**src/rtl/cci_mpf_shim_vtp_miss_arb_pkg.sv**
```systemverilog
// ============================================================================
// Module : cci_mpf_shim_vtp_miss_arb_pkg
// Brief  : Shared VTP miss-scheduler types: entry state, tag and page indices.
// Rev    : 1.0  initial release
// ============================================================================
`default_nettype none

package cci_mpf_shim_vtp_miss_arb_pkg;

    localparam int c_VTP_N_MISS_ENTRIES = 4;
    localparam int c_VTP_VA_IDX_BITS    = 36;
    localparam int c_VTP_PA_IDX_BITS    = 26;
    localparam int c_VTP_MISS_TAG_BITS  = $clog2(c_VTP_N_MISS_ENTRIES);

    typedef enum logic [1:0] {
        FREE    = 2'd0,
        PENDING = 2'd1,
        WALKING = 2'd2,
        FILLING = 2'd3
    } t_vtp_miss_state;

    typedef logic [c_VTP_MISS_TAG_BITS-1:0] t_vtp_miss_tag;
    typedef logic [c_VTP_VA_IDX_BITS-1:0]   t_tlb_4k_va_page_idx;
    typedef logic [c_VTP_PA_IDX_BITS-1:0]   t_tlb_4k_pa_page_idx;

endpackage

`default_nettype wire

```
**src/rtl/cci_mpf_shim_vtp_miss_arb_if.sv**
```systemverilog
// ============================================================================
// Module : cci_mpf_shim_vtp_miss_arb_if
// Brief  : TLB miss / walker / TLB fill signal bundle for the miss scheduler.
// Rev    : 1.0  initial release
// ============================================================================
`default_nettype none

interface cci_mpf_shim_vtp_miss_arb_if #(
    parameter int N_MISS_ENTRIES = cci_mpf_shim_vtp_miss_arb_pkg::c_VTP_N_MISS_ENTRIES,
    parameter int VA_IDX_BITS    = cci_mpf_shim_vtp_miss_arb_pkg::c_VTP_VA_IDX_BITS,
    parameter int PA_IDX_BITS    = cci_mpf_shim_vtp_miss_arb_pkg::c_VTP_PA_IDX_BITS
);
    localparam int TAG_BITS = $clog2(N_MISS_ENTRIES);

    logic [1:0]                  miss_en;
    logic [1:0][VA_IDX_BITS-1:0] miss_va;
    logic [1:0]                  miss_rdy;

    logic                   walk_req_en;
    logic [VA_IDX_BITS-1:0] walk_req_va;
    logic [TAG_BITS-1:0]    walk_req_tag;
    logic                   walk_req_rdy;

    logic                   walk_rsp_en;
    logic [TAG_BITS-1:0]    walk_rsp_tag;
    logic [PA_IDX_BITS-1:0] walk_rsp_pa;
    logic                   walk_rsp_big;

    logic                   fill_en;
    logic [VA_IDX_BITS-1:0] fill_va;
    logic [PA_IDX_BITS-1:0] fill_pa;
    logic                   fill_big;
    logic                   fill_rdy;

    logic [TAG_BITS:0]      n_outstanding;

    modport master (
        input  miss_en, miss_va, walk_req_rdy,
               walk_rsp_en, walk_rsp_tag, walk_rsp_pa, walk_rsp_big, fill_rdy,
        output miss_rdy, walk_req_en, walk_req_va, walk_req_tag,
               fill_en, fill_va, fill_pa, fill_big, n_outstanding
    );

    modport slave (
        output miss_en, miss_va, walk_req_rdy,
               walk_rsp_en, walk_rsp_tag, walk_rsp_pa, walk_rsp_big, fill_rdy,
        input  miss_rdy, walk_req_en, walk_req_va, walk_req_tag,
               fill_en, fill_va, fill_pa, fill_big, n_outstanding
    );
endinterface

`default_nettype wire

```
**src/rtl/cci_mpf_shim_vtp_miss_tag_fifo.sv**
```systemverilog
// ============================================================================
// Module : cci_mpf_shim_vtp_miss_tag_fifo
// Brief  : Allocation-order tag FIFO; tags are unique so it never overflows.
// Rev    : 1.0  initial release
// ============================================================================
`default_nettype none

module cci_mpf_shim_vtp_miss_tag_fifo #(
    parameter int N_ENTRIES = cci_mpf_shim_vtp_miss_arb_pkg::c_VTP_N_MISS_ENTRIES
)(
    input  wire                         clk,
    input  wire                         reset,
    input  wire                         i_enqEn,
    input  wire [$clog2(N_ENTRIES)-1:0] i_enqTag,
    input  wire                         i_deqEn,
    output logic                        o_notEmpty,
    output logic [$clog2(N_ENTRIES)-1:0] o_first
);
    localparam int TAG_BITS = $clog2(N_ENTRIES);

    logic [TAG_BITS-1:0] r_mem [N_ENTRIES];
    logic [TAG_BITS-1:0] r_wrPtr;
    logic [TAG_BITS-1:0] r_rdPtr;
    logic [TAG_BITS:0]   r_count;

    always_ff @(posedge clk or posedge reset) begin
        if (reset) begin
            r_wrPtr <= '0;
            r_rdPtr <= '0;
            r_count <= '0;
            for (int i = 0; i < N_ENTRIES; i++) begin
                r_mem[i] <= '0;
            end
        end else begin
            if (i_enqEn) begin
                r_mem[r_wrPtr] <= i_enqTag;
                r_wrPtr        <= r_wrPtr + TAG_BITS'(1);
            end
            if (i_deqEn) begin
                r_rdPtr <= r_rdPtr + TAG_BITS'(1);
            end
            case ({i_enqEn, i_deqEn})
                2'b10:   r_count <= r_count + (TAG_BITS+1)'(1);
                2'b01:   r_count <= r_count - (TAG_BITS+1)'(1);
                default: r_count <= r_count;
            endcase
        end
    end

    assign o_notEmpty = (r_count != '0);
    assign o_first    = r_mem[r_rdPtr];

endmodule

`default_nettype wire

```
**src/rtl/cci_mpf_shim_vtp_miss_arb.sv**
```systemverilog
// ============================================================================
// Module : cci_mpf_shim_vtp_miss_arb
// Brief  : VTP miss scheduler: tracks outstanding TLB misses, issues one walk
//          per entry and serialises walk results onto the TLB fill port.
//          CCI_MPF_VTP_MISS_DEDUP_EN merges misses to VAs already in flight.
// Rev    : 1.0  initial release
// ============================================================================
`default_nettype none

module cci_mpf_shim_vtp_miss_arb
    import cci_mpf_shim_vtp_miss_arb_pkg::*;
#(
    parameter int N_MISS_ENTRIES = c_VTP_N_MISS_ENTRIES,
    parameter int VA_IDX_BITS    = c_VTP_VA_IDX_BITS,
    parameter int PA_IDX_BITS    = c_VTP_PA_IDX_BITS
)(
    input  wire clk,
    input  wire reset,
    cci_mpf_shim_vtp_miss_arb_if.master ifc
);
    localparam int TAG_BITS = $clog2(N_MISS_ENTRIES);

    t_vtp_miss_state        r_state [N_MISS_ENTRIES];
    logic [VA_IDX_BITS-1:0] r_va    [N_MISS_ENTRIES];
    logic [PA_IDX_BITS-1:0] r_pa    [N_MISS_ENTRIES];
    logic [N_MISS_ENTRIES-1:0] r_big;
    logic                   r_rrPtr;
    logic [TAG_BITS:0]      r_nOutstanding;
    logic                   r_fillLocked;
    logic [TAG_BITS-1:0]    r_fillLockTag;

    logic                   w_anyFree;
    logic [TAG_BITS-1:0]    w_freeIdx;
    logic                   w_anyFilling;
    logic [TAG_BITS-1:0]    w_fillingIdx;
    logic [1:0]             w_dup;
    logic                   w_sameVa;
    logic [1:0]             w_cand;
    logic                   w_winner;
    logic                   w_merge;
    logic                   w_alloc;
    logic [VA_IDX_BITS-1:0] w_allocVa;
    logic [1:0]             w_missRdy;
    logic                   w_walkPending;
    logic [TAG_BITS-1:0]    w_walkTag;
    logic                   w_walkHs;
    logic                   w_rspOk;
    logic [TAG_BITS-1:0]    w_fillTag;
    logic                   w_fillHs;

    // Lowest-index FREE and FILLING entries
    always_comb begin
        w_anyFree    = 1'b0;
        w_freeIdx    = '0;
        w_anyFilling = 1'b0;
        w_fillingIdx = '0;
        for (int i = N_MISS_ENTRIES - 1; i >= 0; i--) begin
            if (r_state[i] == FREE) begin
                w_anyFree = 1'b1;
                w_freeIdx = TAG_BITS'(i);
            end
            if (r_state[i] == FILLING) begin
                w_anyFilling = 1'b1;
                w_fillingIdx = TAG_BITS'(i);
            end
        end
    end

`ifdef CCI_MPF_VTP_MISS_DEDUP_EN
    always_comb begin
        w_dup = '0;
        for (int p = 0; p < 2; p++) begin
            for (int i = 0; i < N_MISS_ENTRIES; i++) begin
                if (ifc.miss_en[p] && (r_state[i] != FREE) && (r_va[i] == ifc.miss_va[p])) begin
                    w_dup[p] = 1'b1;
                end
            end
        end
    end
    assign w_sameVa = (ifc.miss_va[0] == ifc.miss_va[1]);
`else
    assign w_dup    = 2'b00;
    assign w_sameVa = 1'b0;
`endif

    // Ports already covered by an in-flight entry don't compete for allocation
    assign w_cand    = ifc.miss_en & ~w_dup;
    assign w_winner  = (w_cand == 2'b11) ? r_rrPtr : w_cand[1];
    assign w_merge   = (w_cand == 2'b11) && w_sameVa;
    assign w_alloc   = w_anyFree && (w_cand != 2'b00);
    assign w_allocVa = ifc.miss_va[w_winner];

    assign w_missRdy[0] = w_dup[0] | (w_anyFree & ((w_winner == 1'b0) | !w_cand[1] | w_merge));
    assign w_missRdy[1] = w_dup[1] | (w_anyFree & ((w_winner == 1'b1) | !w_cand[0] | w_merge));
    assign ifc.miss_rdy = w_missRdy;

    cci_mpf_shim_vtp_miss_tag_fifo #(
        .N_ENTRIES (N_MISS_ENTRIES)
    ) u_tagFifo (
        .clk        (clk),
        .reset      (reset),
        .i_enqEn    (w_alloc),
        .i_enqTag   (w_freeIdx),
        .i_deqEn    (w_walkHs),
        .o_notEmpty (w_walkPending),
        .o_first    (w_walkTag)
    );

    assign w_walkHs         = w_walkPending & ifc.walk_req_rdy;
    assign ifc.walk_req_en  = w_walkPending;
    assign ifc.walk_req_tag = w_walkPending ? w_walkTag : '0;
    assign ifc.walk_req_va  = w_walkPending ? r_va[w_walkTag] : '0;

    assign w_rspOk = ifc.walk_rsp_en && (r_state[ifc.walk_rsp_tag] == WALKING);

    // Once presented, a fill stays on the port until accepted
    assign w_fillTag    = r_fillLocked ? r_fillLockTag : w_fillingIdx;
    assign w_fillHs     = w_anyFilling & ifc.fill_rdy;
    assign ifc.fill_en  = w_anyFilling;
    assign ifc.fill_va  = w_anyFilling ? r_va[w_fillTag] : '0;
    assign ifc.fill_pa  = w_anyFilling ? r_pa[w_fillTag] : '0;
    assign ifc.fill_big = w_anyFilling & r_big[w_fillTag];

    assign ifc.n_outstanding = r_nOutstanding;

    always_ff @(posedge clk or posedge reset) begin
        if (reset) begin
            r_rrPtr        <= 1'b0;
            r_nOutstanding <= '0;
            r_fillLocked   <= 1'b0;
            r_fillLockTag  <= '0;
            r_big          <= '0;
            for (int i = 0; i < N_MISS_ENTRIES; i++) begin
                r_state[i] <= FREE;
                r_va[i]    <= '0;
                r_pa[i]    <= '0;
            end
        end else begin
            if ((ifc.miss_en == 2'b11) && w_alloc) begin
                r_rrPtr <= ~r_rrPtr;
            end

            case ({w_alloc, w_fillHs})
                2'b10:   r_nOutstanding <= r_nOutstanding + (TAG_BITS+1)'(1);
                2'b01:   r_nOutstanding <= r_nOutstanding - (TAG_BITS+1)'(1);
                default: r_nOutstanding <= r_nOutstanding;
            endcase

            if (w_fillHs) begin
                r_fillLocked <= 1'b0;
            end else if (w_anyFilling) begin
                r_fillLocked  <= 1'b1;
                r_fillLockTag <= w_fillTag;
            end

            for (int i = 0; i < N_MISS_ENTRIES; i++) begin
                case (r_state[i])
                    FREE: begin
                        if (w_alloc && (w_freeIdx == TAG_BITS'(i))) begin
                            r_state[i] <= PENDING;
                            r_va[i]    <= w_allocVa;
                        end
                    end
                    PENDING: begin
                        if (w_walkHs && (w_walkTag == TAG_BITS'(i))) begin
                            r_state[i] <= WALKING;
                        end
                    end
                    WALKING: begin
                        if (w_rspOk && (ifc.walk_rsp_tag == TAG_BITS'(i))) begin
                            r_state[i] <= FILLING;
                            r_pa[i]    <= ifc.walk_rsp_pa;
                            r_big[i]   <= ifc.walk_rsp_big;
                        end
                    end
                    FILLING: begin
                        if (w_fillHs && (w_fillTag == TAG_BITS'(i))) begin
                            r_state[i] <= FREE;
                        end
                    end
                    default: r_state[i] <= FREE;
                endcase
            end
        end
    end

    // Stray responses are dropped; flag them in simulation
    always @(posedge clk) begin
        if (!reset && ifc.walk_rsp_en) begin
            assert (r_state[ifc.walk_rsp_tag] == WALKING)
                else $warning("walk response for non-walking tag %0d dropped", ifc.walk_rsp_tag);
        end
    end

endmodule

`default_nettype wire

```
**src/flat_wrapper.sv**
```systemverilog
// flat-port wrapper written by rule: the top's interface ports become plain ports
module cci_mpf_shim_vtp_miss_arb_flat import cci_mpf_shim_vtp_miss_arb_pkg::*;
#(
    parameter int N_MISS_ENTRIES = c_VTP_N_MISS_ENTRIES,
    parameter int VA_IDX_BITS    = c_VTP_VA_IDX_BITS,
    parameter int PA_IDX_BITS    = c_VTP_PA_IDX_BITS
)
  (clk, reset, ifc_miss_en, ifc_miss_va, ifc_walk_req_rdy, ifc_walk_rsp_en, ifc_walk_rsp_tag, ifc_walk_rsp_pa, ifc_walk_rsp_big, ifc_fill_rdy, ifc_miss_rdy, ifc_walk_req_en, ifc_walk_req_va, ifc_walk_req_tag, ifc_fill_en, ifc_fill_va, ifc_fill_pa, ifc_fill_big, ifc_n_outstanding);
  cci_mpf_shim_vtp_miss_arb_if #(.N_MISS_ENTRIES(N_MISS_ENTRIES), .VA_IDX_BITS(VA_IDX_BITS), .PA_IDX_BITS(PA_IDX_BITS)) ifc_i ();
  input  wire clk;
  input  wire reset;
  input wire logic [$bits(ifc_i.miss_en)-1:0] ifc_miss_en;
  input wire logic [$bits(ifc_i.miss_va)-1:0] ifc_miss_va;
  input wire logic [$bits(ifc_i.walk_req_rdy)-1:0] ifc_walk_req_rdy;
  input wire logic [$bits(ifc_i.walk_rsp_en)-1:0] ifc_walk_rsp_en;
  input wire logic [$bits(ifc_i.walk_rsp_tag)-1:0] ifc_walk_rsp_tag;
  input wire logic [$bits(ifc_i.walk_rsp_pa)-1:0] ifc_walk_rsp_pa;
  input wire logic [$bits(ifc_i.walk_rsp_big)-1:0] ifc_walk_rsp_big;
  input wire logic [$bits(ifc_i.fill_rdy)-1:0] ifc_fill_rdy;
  output wire logic [$bits(ifc_i.miss_rdy)-1:0] ifc_miss_rdy;
  output wire logic [$bits(ifc_i.walk_req_en)-1:0] ifc_walk_req_en;
  output wire logic [$bits(ifc_i.walk_req_va)-1:0] ifc_walk_req_va;
  output wire logic [$bits(ifc_i.walk_req_tag)-1:0] ifc_walk_req_tag;
  output wire logic [$bits(ifc_i.fill_en)-1:0] ifc_fill_en;
  output wire logic [$bits(ifc_i.fill_va)-1:0] ifc_fill_va;
  output wire logic [$bits(ifc_i.fill_pa)-1:0] ifc_fill_pa;
  output wire logic [$bits(ifc_i.fill_big)-1:0] ifc_fill_big;
  output wire logic [$bits(ifc_i.n_outstanding)-1:0] ifc_n_outstanding;
  assign ifc_i.miss_en = ifc_miss_en;
  assign ifc_i.miss_va = ifc_miss_va;
  assign ifc_i.walk_req_rdy = ifc_walk_req_rdy;
  assign ifc_i.walk_rsp_en = ifc_walk_rsp_en;
  assign ifc_i.walk_rsp_tag = ifc_walk_rsp_tag;
  assign ifc_i.walk_rsp_pa = ifc_walk_rsp_pa;
  assign ifc_i.walk_rsp_big = ifc_walk_rsp_big;
  assign ifc_i.fill_rdy = ifc_fill_rdy;
  assign ifc_miss_rdy = ifc_i.miss_rdy;
  assign ifc_walk_req_en = ifc_i.walk_req_en;
  assign ifc_walk_req_va = ifc_i.walk_req_va;
  assign ifc_walk_req_tag = ifc_i.walk_req_tag;
  assign ifc_fill_en = ifc_i.fill_en;
  assign ifc_fill_va = ifc_i.fill_va;
  assign ifc_fill_pa = ifc_i.fill_pa;
  assign ifc_fill_big = ifc_i.fill_big;
  assign ifc_n_outstanding = ifc_i.n_outstanding;
  cci_mpf_shim_vtp_miss_arb #(.N_MISS_ENTRIES(N_MISS_ENTRIES), .VA_IDX_BITS(VA_IDX_BITS), .PA_IDX_BITS(PA_IDX_BITS)) u_core (.clk(clk), .reset(reset), .ifc(ifc_i));
endmodule
```
**config.mk**
```make
export PLATFORM = sky130hd
export DESIGN_NAME = cci_mpf_shim_vtp_miss_arb_flat
export DESIGN_NICKNAME = d
export VERILOG_FILES = /design/src/rtl/cci_mpf_shim_vtp_miss_arb_pkg.sv /design/src/rtl/cci_mpf_shim_vtp_miss_arb_if.sv /design/src/rtl/cci_mpf_shim_vtp_miss_tag_fifo.sv /design/src/rtl/cci_mpf_shim_vtp_miss_arb.sv /design/src/flat_wrapper.sv
export SDC_FILE = /design/constraint.sdc
export NUM_CORES = 1
export LEC_CHECK = 0
export BUFFER_PORTS_ARGS = -buffer_cell sky130_fd_sc_hd__buf_2
export CORE_MARGIN = 2
export CORE_UTILIZATION = 30
export CTS_CLUSTER_SIZE = 40
export DETAILED_ROUTE_END_ITERATION = 10
export PLACE_DENSITY_LB_ADDON = 0.08
export SYNTH_ARGS = -nofsm -noshare
export SYNTH_HDL_FRONTEND = slang
export SYNTH_SLANG_ARGS = --single-unit
```
**constraint.sdc**
```tcl
create_clock -name clk -period 11.5 [get_ports clk]
set_clock_uncertainty 0.2 [all_clocks]
set_input_delay 1.15 -clock clk [delete_from_list [all_inputs] [get_ports clk]]
set_output_delay 1.15 -clock clk [all_outputs]
set_load 0.01 [all_outputs]
```
### Yosys cells after proc, flatten, opt, wreduce, memory -nomap -nowiden

Index checks and enable logic that the tools add are counted.

| storage, ports and cells | value |
|---|---|
| flip-flop bits (word level) | 282 |
| output and inout bits | 108 |
| logic and storage cells | 218 |

| cells by class | value |
|---|---|
| add/subtract/negate cells | 6 |
| order comparisons | 8 |
| eq/ne operators | 46 |
| mux-type cells | 68 |
| bitwise operators | 15 |
| reduce and logical (&&, ||, !) cells | 48 |

Operators with widths:

| kind | count |
|---|---|
| $mux W36 | 8 |
| $bmux W36 S2 | 2 |
| $mux W26 | 3 |
| $mux W2 | 31 |
| $bmux W26 S2 | 1 |
| $eq A2 B2 Y1 const B | 20 |
| $pmux W2 S4 | 4 |
| $eq A2 B1 Y1 const B | 10 |
| $logic_and A1 B1 Y1 | 20 |
| $reduce_and A2 Y1 | 9 |
| $logic_not A2 Y1 | 8 |
| $ne A2 B1 Y1 const B | 8 |
| $ne A2 B2 Y1 const B | 8 |
| $reduce_and A4 Y1 | 4 |
| $ge A3 B3 Y1 const B | 5 |
| $not A2 Y3 | 5 |
| $mux W1 | 12 |
| $pmux W3 S2 | 2 |
| $bmux W2 S2 | 2 |
| $bwmux W8 | 1 |
| $reduce_bool A2 Y1 | 4 |
| $add A3 B1 Y3 const B | 2 |
| $sub A3 B1 Y3 const B | 2 |
| $and A1 B1 Y1 | 5 |
| other kinds (10) | 15 |

### Longest topological paths before layout

| logic depth | value |
|---|---|
| depth in word-level cells | 11 |
| depth in mapped cells | 12 |
| gate-level depth less buffers | 11 |

### By module

A second synthesis with hierarchy kept.

| second synthesis, totals | value |
|---|---|
| cells, all modules | 1161 |
| area, all modules | 14323.7 um^2 |

Modules (own cells, without submodules):

| module | instances | cells an instance | area each (um^2) | seq. area each (um^2) |
|---|---|---|---|---|
| cci_mpf_shim_vtp_miss_arb | 1 | 1105 | 13593.0 | 6681.4 |
| cci_mpf_shim_vtp_miss_tag_fifo | 1 | 56 | 730.7 | 375.4 |

### Worst setup path after synthesis

OpenSTA, ideal clock, no wires.

| timing path | value |
|---|---|
| path type | flip-flop to output port |
| from | register u_core.r_state[2] (netlist name) |
| to | output ifc_fill_va[11] |
| arrival | 2217 ps |
| slack | 7933 ps |
| stages on the path, launching flop included | 8 |
| path buffers | 2 |
| cell sequence | dfrtp_1 -> ha_1 -> nand2b_1 -> a221oi_2 -> buf_4 -> buf_6 -> mux4_2 -> and2_1 |

| on the way | value |
|---|---|
| cells in the longest elaborated chain, start to end | 10 |
| elaborated cells on any way between the ends | 13 |

Ends and longest elaborated chain:

| element | line | RTL |
|---|---|---|
| from (decl) | cci_mpf_shim_vtp_miss_arb.sv:23 | `t_vtp_miss_state r_state [N_MISS_ENTRIES];` |
| from (signal, indexed assignment) | cci_mpf_shim_vtp_miss_arb.sv:134 | `r_state[i] <= FREE;` |
| from (signal, indexed assignment) | cci_mpf_shim_vtp_miss_arb.sv:160 | `r_state[i] <= PENDING;` |
| from (signal, indexed assignment) | cci_mpf_shim_vtp_miss_arb.sv:166 | `r_state[i] <= WALKING;` |
| $eq A2 B2 Y1 (*) | cci_mpf_shim_vtp_miss_arb.sv:62 | `if (r_state[i] == FILLING) begin` |
| $mux W2 (3 in a row) | cci_mpf_shim_vtp_miss_arb.sv:62 |  |
| $mux W2 | cci_mpf_shim_vtp_miss_arb.sv:117 | `assign w_fillTag = r_fillLocked ? r_fillLockTag : w_fillingIdx;` |
| $not A2 Y3 (implied by the code) | cci_mpf_shim_vtp_miss_arb.sv:120 | `assign ifc.fill_va = w_anyFilling ? r_va[w_fillTag] : '0;` |
| $bmux W36 S2 | cci_mpf_shim_vtp_miss_arb.sv:120 |  |
| $mux W36 (implied by the code) (2 in a row) | cci_mpf_shim_vtp_miss_arb.sv:120 |  |
| $mux W36 (*) | cci_mpf_shim_vtp_miss_arb.sv:120 |  |
| to (decl) | flat_wrapper.sv:25 | `output wire logic [$bits(ifc_i.fill_va)-1:0] ifc_fill_va;` |

Mark *: on every way between the ends. The rest lies on a longest branch, timed or not. The select of a mux whose other input is x is not followed.

### Final worst setup path

| timing path | value |
|---|---|
| from | register u_core.r_state[2] (netlist name) |
| to | output ifc_fill_va[2] |

The elaborated chain is that of the path after synthesis.

==> flow_summary_export.csv <==
group,metric,value,unit
worst_setup_path,worstPathArrival,4010,ps
worst_hold_path,hp-class,"flip-flop to flip-flop",
synthesis,synth_edf_count,0,
floorplanning,io-pin-count,216,
run_status,status,"finished, final reports clean",
global_route,antenna_violations_before_repair,4,
floorplanning,chipWidth,223,um
clock_network,post_cts_resized,0,
placed_design,worst_case_setup_slack_after_placement,6560,ps
job,drv_cap,0,
synthesis,share_of_synthesized_area_spent_on_multiplexers,28.0,%
synthesis,synth_fp_nets,1288,
timing,pin_slew_with_the_least_headroom_to_its_limit,1080,ps
synthesis,synth_flop_cell,"dfrtp_1",
timing,rsz_0062_raised_after_global_routing,"no",
worst_setup_path,critPathLaunchType,"flip-flop",
timing,setup_tns,0,ps
power_and_ir_drop,vdd_drop_max,0.161,mV
floorplanning,placeableCoreArea,47400,um^2
synthesis,synth_compound_area_share,6.77,%
worst_setup_path,required,10150,ps
layout,fillers,4811,
global_route,global_route_wire_length_before_repair,62.0,mm
floorplanning,fp-row-count,80,
synthesis,yosys.cell_count.top_type,"dfrtp_1",
clock_network,number_of_buffers_added_by_the_clock_tree_synthesis_step,34,
worst_setup_path,maximum_net_fanout_on_the_critical_path,37,
layout,flow.area_growth_from_synthesis,19.3,%
drt,totalWireLength,39.1,mm
timing,final.period_utilization,46.6,%
clock_network,cts-htree-levels,2,
synthesis,area_fraction_in_and_or_nand_and_nor_cells_after_synthesis,10.1,%
floorplanning,floorplan.die_area,49500,um^2
synthesis,postSynthAreaPerCell,12.4,um^2
synthesis,synth_top_family_by_area,"multiplexers",
synthesis,yosysTopAreaCell,"dfrtp_1",
timing,finalMaxSlewViolations,0,
power_and_ir_drop,swShare,39.1,%
clock_network,clk_latency,540,ps
clock_network,cts_num_sinks,282,
drt,route.vias.total,9557,
power_and_ir_drop,comb_power_share,53.3,%
timing,finalSetupViolCount,0,
drt,drc_errors,0,
floorplanning,die_height,223,um
synthesis,synth_top_cells_by_count,"282 x dfrtp_1, 126 x nand2_1, 118 x mux2_2",
clock_network,clock-root-buffer,"clkbuf_16",
timing,min_period,5360,ps
synthesis,synthDominantCellAreaShare,49.2,%
power_and_ir_drop,cell_internal_power,3.66,mW
global_route,maximum_number_of_pins_on_one_net_before_global_route_repair,77,
layout,postLayoutCoreUtil,36.0,%
worst_setup_path,path_class,"flip-flop to output port",
placed_design,detailedPlacementHpwl,24.8,mm
synthesis,ys_types,47,
synthesis,synthAdderAreaFrac,2.20,%
drt,detail_route.wl_per_cell,19.7,um
timing,clock.fmax,0.187,GHz
timing,worst_max_slew_margin_expressed_relative_to_the_limit,28.2,%
synthesis,synth.cell_area,14300,um^2
floorplanning,start_util,30.2,%
synthesis,yosysWarningCount,0,
global_route,first_global_vias,10154,
synthesis,async_flop_share,100,%
clock_network,postCtsHoldBufs,0,
timing,finalWorstSetupSlack,6140,ps
placed_design,port_buffers,215,
power_and_ir_drop,netSwitchingPower,2.35,mW
power_and_ir_drop,pwr-share-seq,29.3,%
clock_network,clk_pin_slew,60,ps
power_and_ir_drop,clock_network_power_share,17.5,%
placed_design,final_weighted_congestion_in_routability_driven_placement,0.736,
drt,post_drt_via_cell_ratio,4.81,
drt,firstDrtPassIters,4,
global_route,globalRouteOverflowTotal,0,
power_and_ir_drop,pwr_density_cell,351,nW/um^2
layout,layout-drive-gt1-share,37.7,%
drt,drtIter0Drc,466,
timing,timing_hold_violations_final,0,
layout,net_count_reported_at_finish,1478,
clock_network,post_cts_buffers,0,
clock_network,number_of_buffers_on_the_longest_clock_path,3,
global_route,gr-usage-all-layers,16.2,%
power_and_ir_drop,total_leakage_power,7.94,nW
synthesis,synth-xor-area-share,0.611,%
synthesis,synth_top_cells_by_area,"dfrtp_1 49%, mux4_2 16%, mux2_2 9.3%, and2_1 4.5%, o21ai_0 3.9%",
clock_network,tritoncts,"built",
synthesis,synth-seq-cells,282,
drt,postRouteAntennaNets,0,
layout,antenna_cells,0,
synthesis,syn_inst,1156,
worst_setup_path,timing.critical_path.to_type,"output port",
synthesis,ys_seq_area_share,49.2,%
power by group through the flow:
stage / Combinational (mW) / Clock [mW] / Sequential (mW)
floorplan: 2.32 / 0 / 1.67
global placement: 3.26 / 0 / 1.78
detailed placement: 3.29 / 0 / 1.78
CTS: 3.29 / 1.09 / 1.76
global route: 3.55 / 1.13 / 1.82
finish: 3.20 / 1.05 / 1.76
metal layers:
metal	routed length (um)	vias to the layer above	track usage, %
met3	1950	50	3.29
met1	18000	4795	22.3
met4	625	6	4.22
met2	18500	194	26.2
met5	41	-	0
li1	-	4512	-
through the flow:
stage	total power [mW]	instances	instance area, um^2	hold slack, ps
floorplan	3.99	1156	14300	234
global placement	5.04	1925	16000	253
detailed placement	5.06	1925	16000	250
CTS	6.15	1985	17100	265
global route	6.50	1985	17100	283
finish	6.00	1985	17100	265
path summary, 6_finish.rpt:
kind | from | endpoint | slack [ps] | cells past startpoint
max in group asynchronous | reset | u_core.r_va[76] | 8380 | 4
setup / recovery | u_core.r_state[2] | ifc_fill_va[2] | 6140 | 7
setup reg to reg | u_core.r_state[2] | u_core.r_state[3] | 8010 | 7
hold / removal | u_core.u_tagFifo.r_count[2] | u_core.u_tagFifo.r_count[2] | 270 | 1
hold reg to reg | u_core.u_tagFifo.r_count[2] | u_core.u_tagFifo.r_count[2] | 270 | 1
min in group asynchronous | reset | u_core.ifc.n_outstanding[0] | 490 | 2
cell usage in the layout, fill, tap and decap left out, types with 6 or more instances in the layout:
cell type and count:
mux2_2 118, clkbuf_1 10, nor2_1 53, mux4_2 101
a21oi_1 40, buf_4 18, buf_2 215, clkbuf_16 35
and2_1 102, nand2_1 121, ha_1 22, clkbuf_8 9
mux2i_1 37, o21ai_0 112, xnor2_1 6, inv_1 25
dfrtp_1 282
critical path: stages (launching register included):
cell      delay, ps
dfrtp_1         420
ha_1            270
nand2b_1        190
a221oi_4        900
buf_4           740
mux4_2          580
and2_1          200
buf_2           150
flip-flops by register name, summed over array words and instances (netlist names):
name and cells:
u_core.u_tagFifo.r_mem 8, u_core.u_tagFifo.r_rdPtr 2, u_core.r_rrPtr 1, u_core.r_fillLockTag 2
u_core.r_pa 104, u_core.r_big 4, u_core.u_tagFifo.r_wrPtr 2, u_core.ifc.n_outstanding 3
u_core.r_va 144, u_core.r_fillLocked 1, u_core.r_state 8, u_core.u_tagFifo.r_count 3
cell type report:
type	instances	area, um^2	share of cell area (%)
inverter	26	105	0.615
tap	615	769	4.50
clock inverter	6	36.3	0.212
clock buffer	54	1040	6.07
multi-input combinational	769	6880	40.2
timing repair buffer	233	1210	7.09
sequential	282	7060	41.3
kinds of logic (layout without fill, tap and decap cells):
family                     after synthesis  count (layout)
and+or+nand+nor                        302             302
DFF                                    282             282
muxes                                  259             259
AOI/OAI and AO/OA                      174             174
buffers and inverters                  105             319
adders and majority gates               24              24
xor gates and xnor gates                10              10
Power figures use the tool's default switching activity.
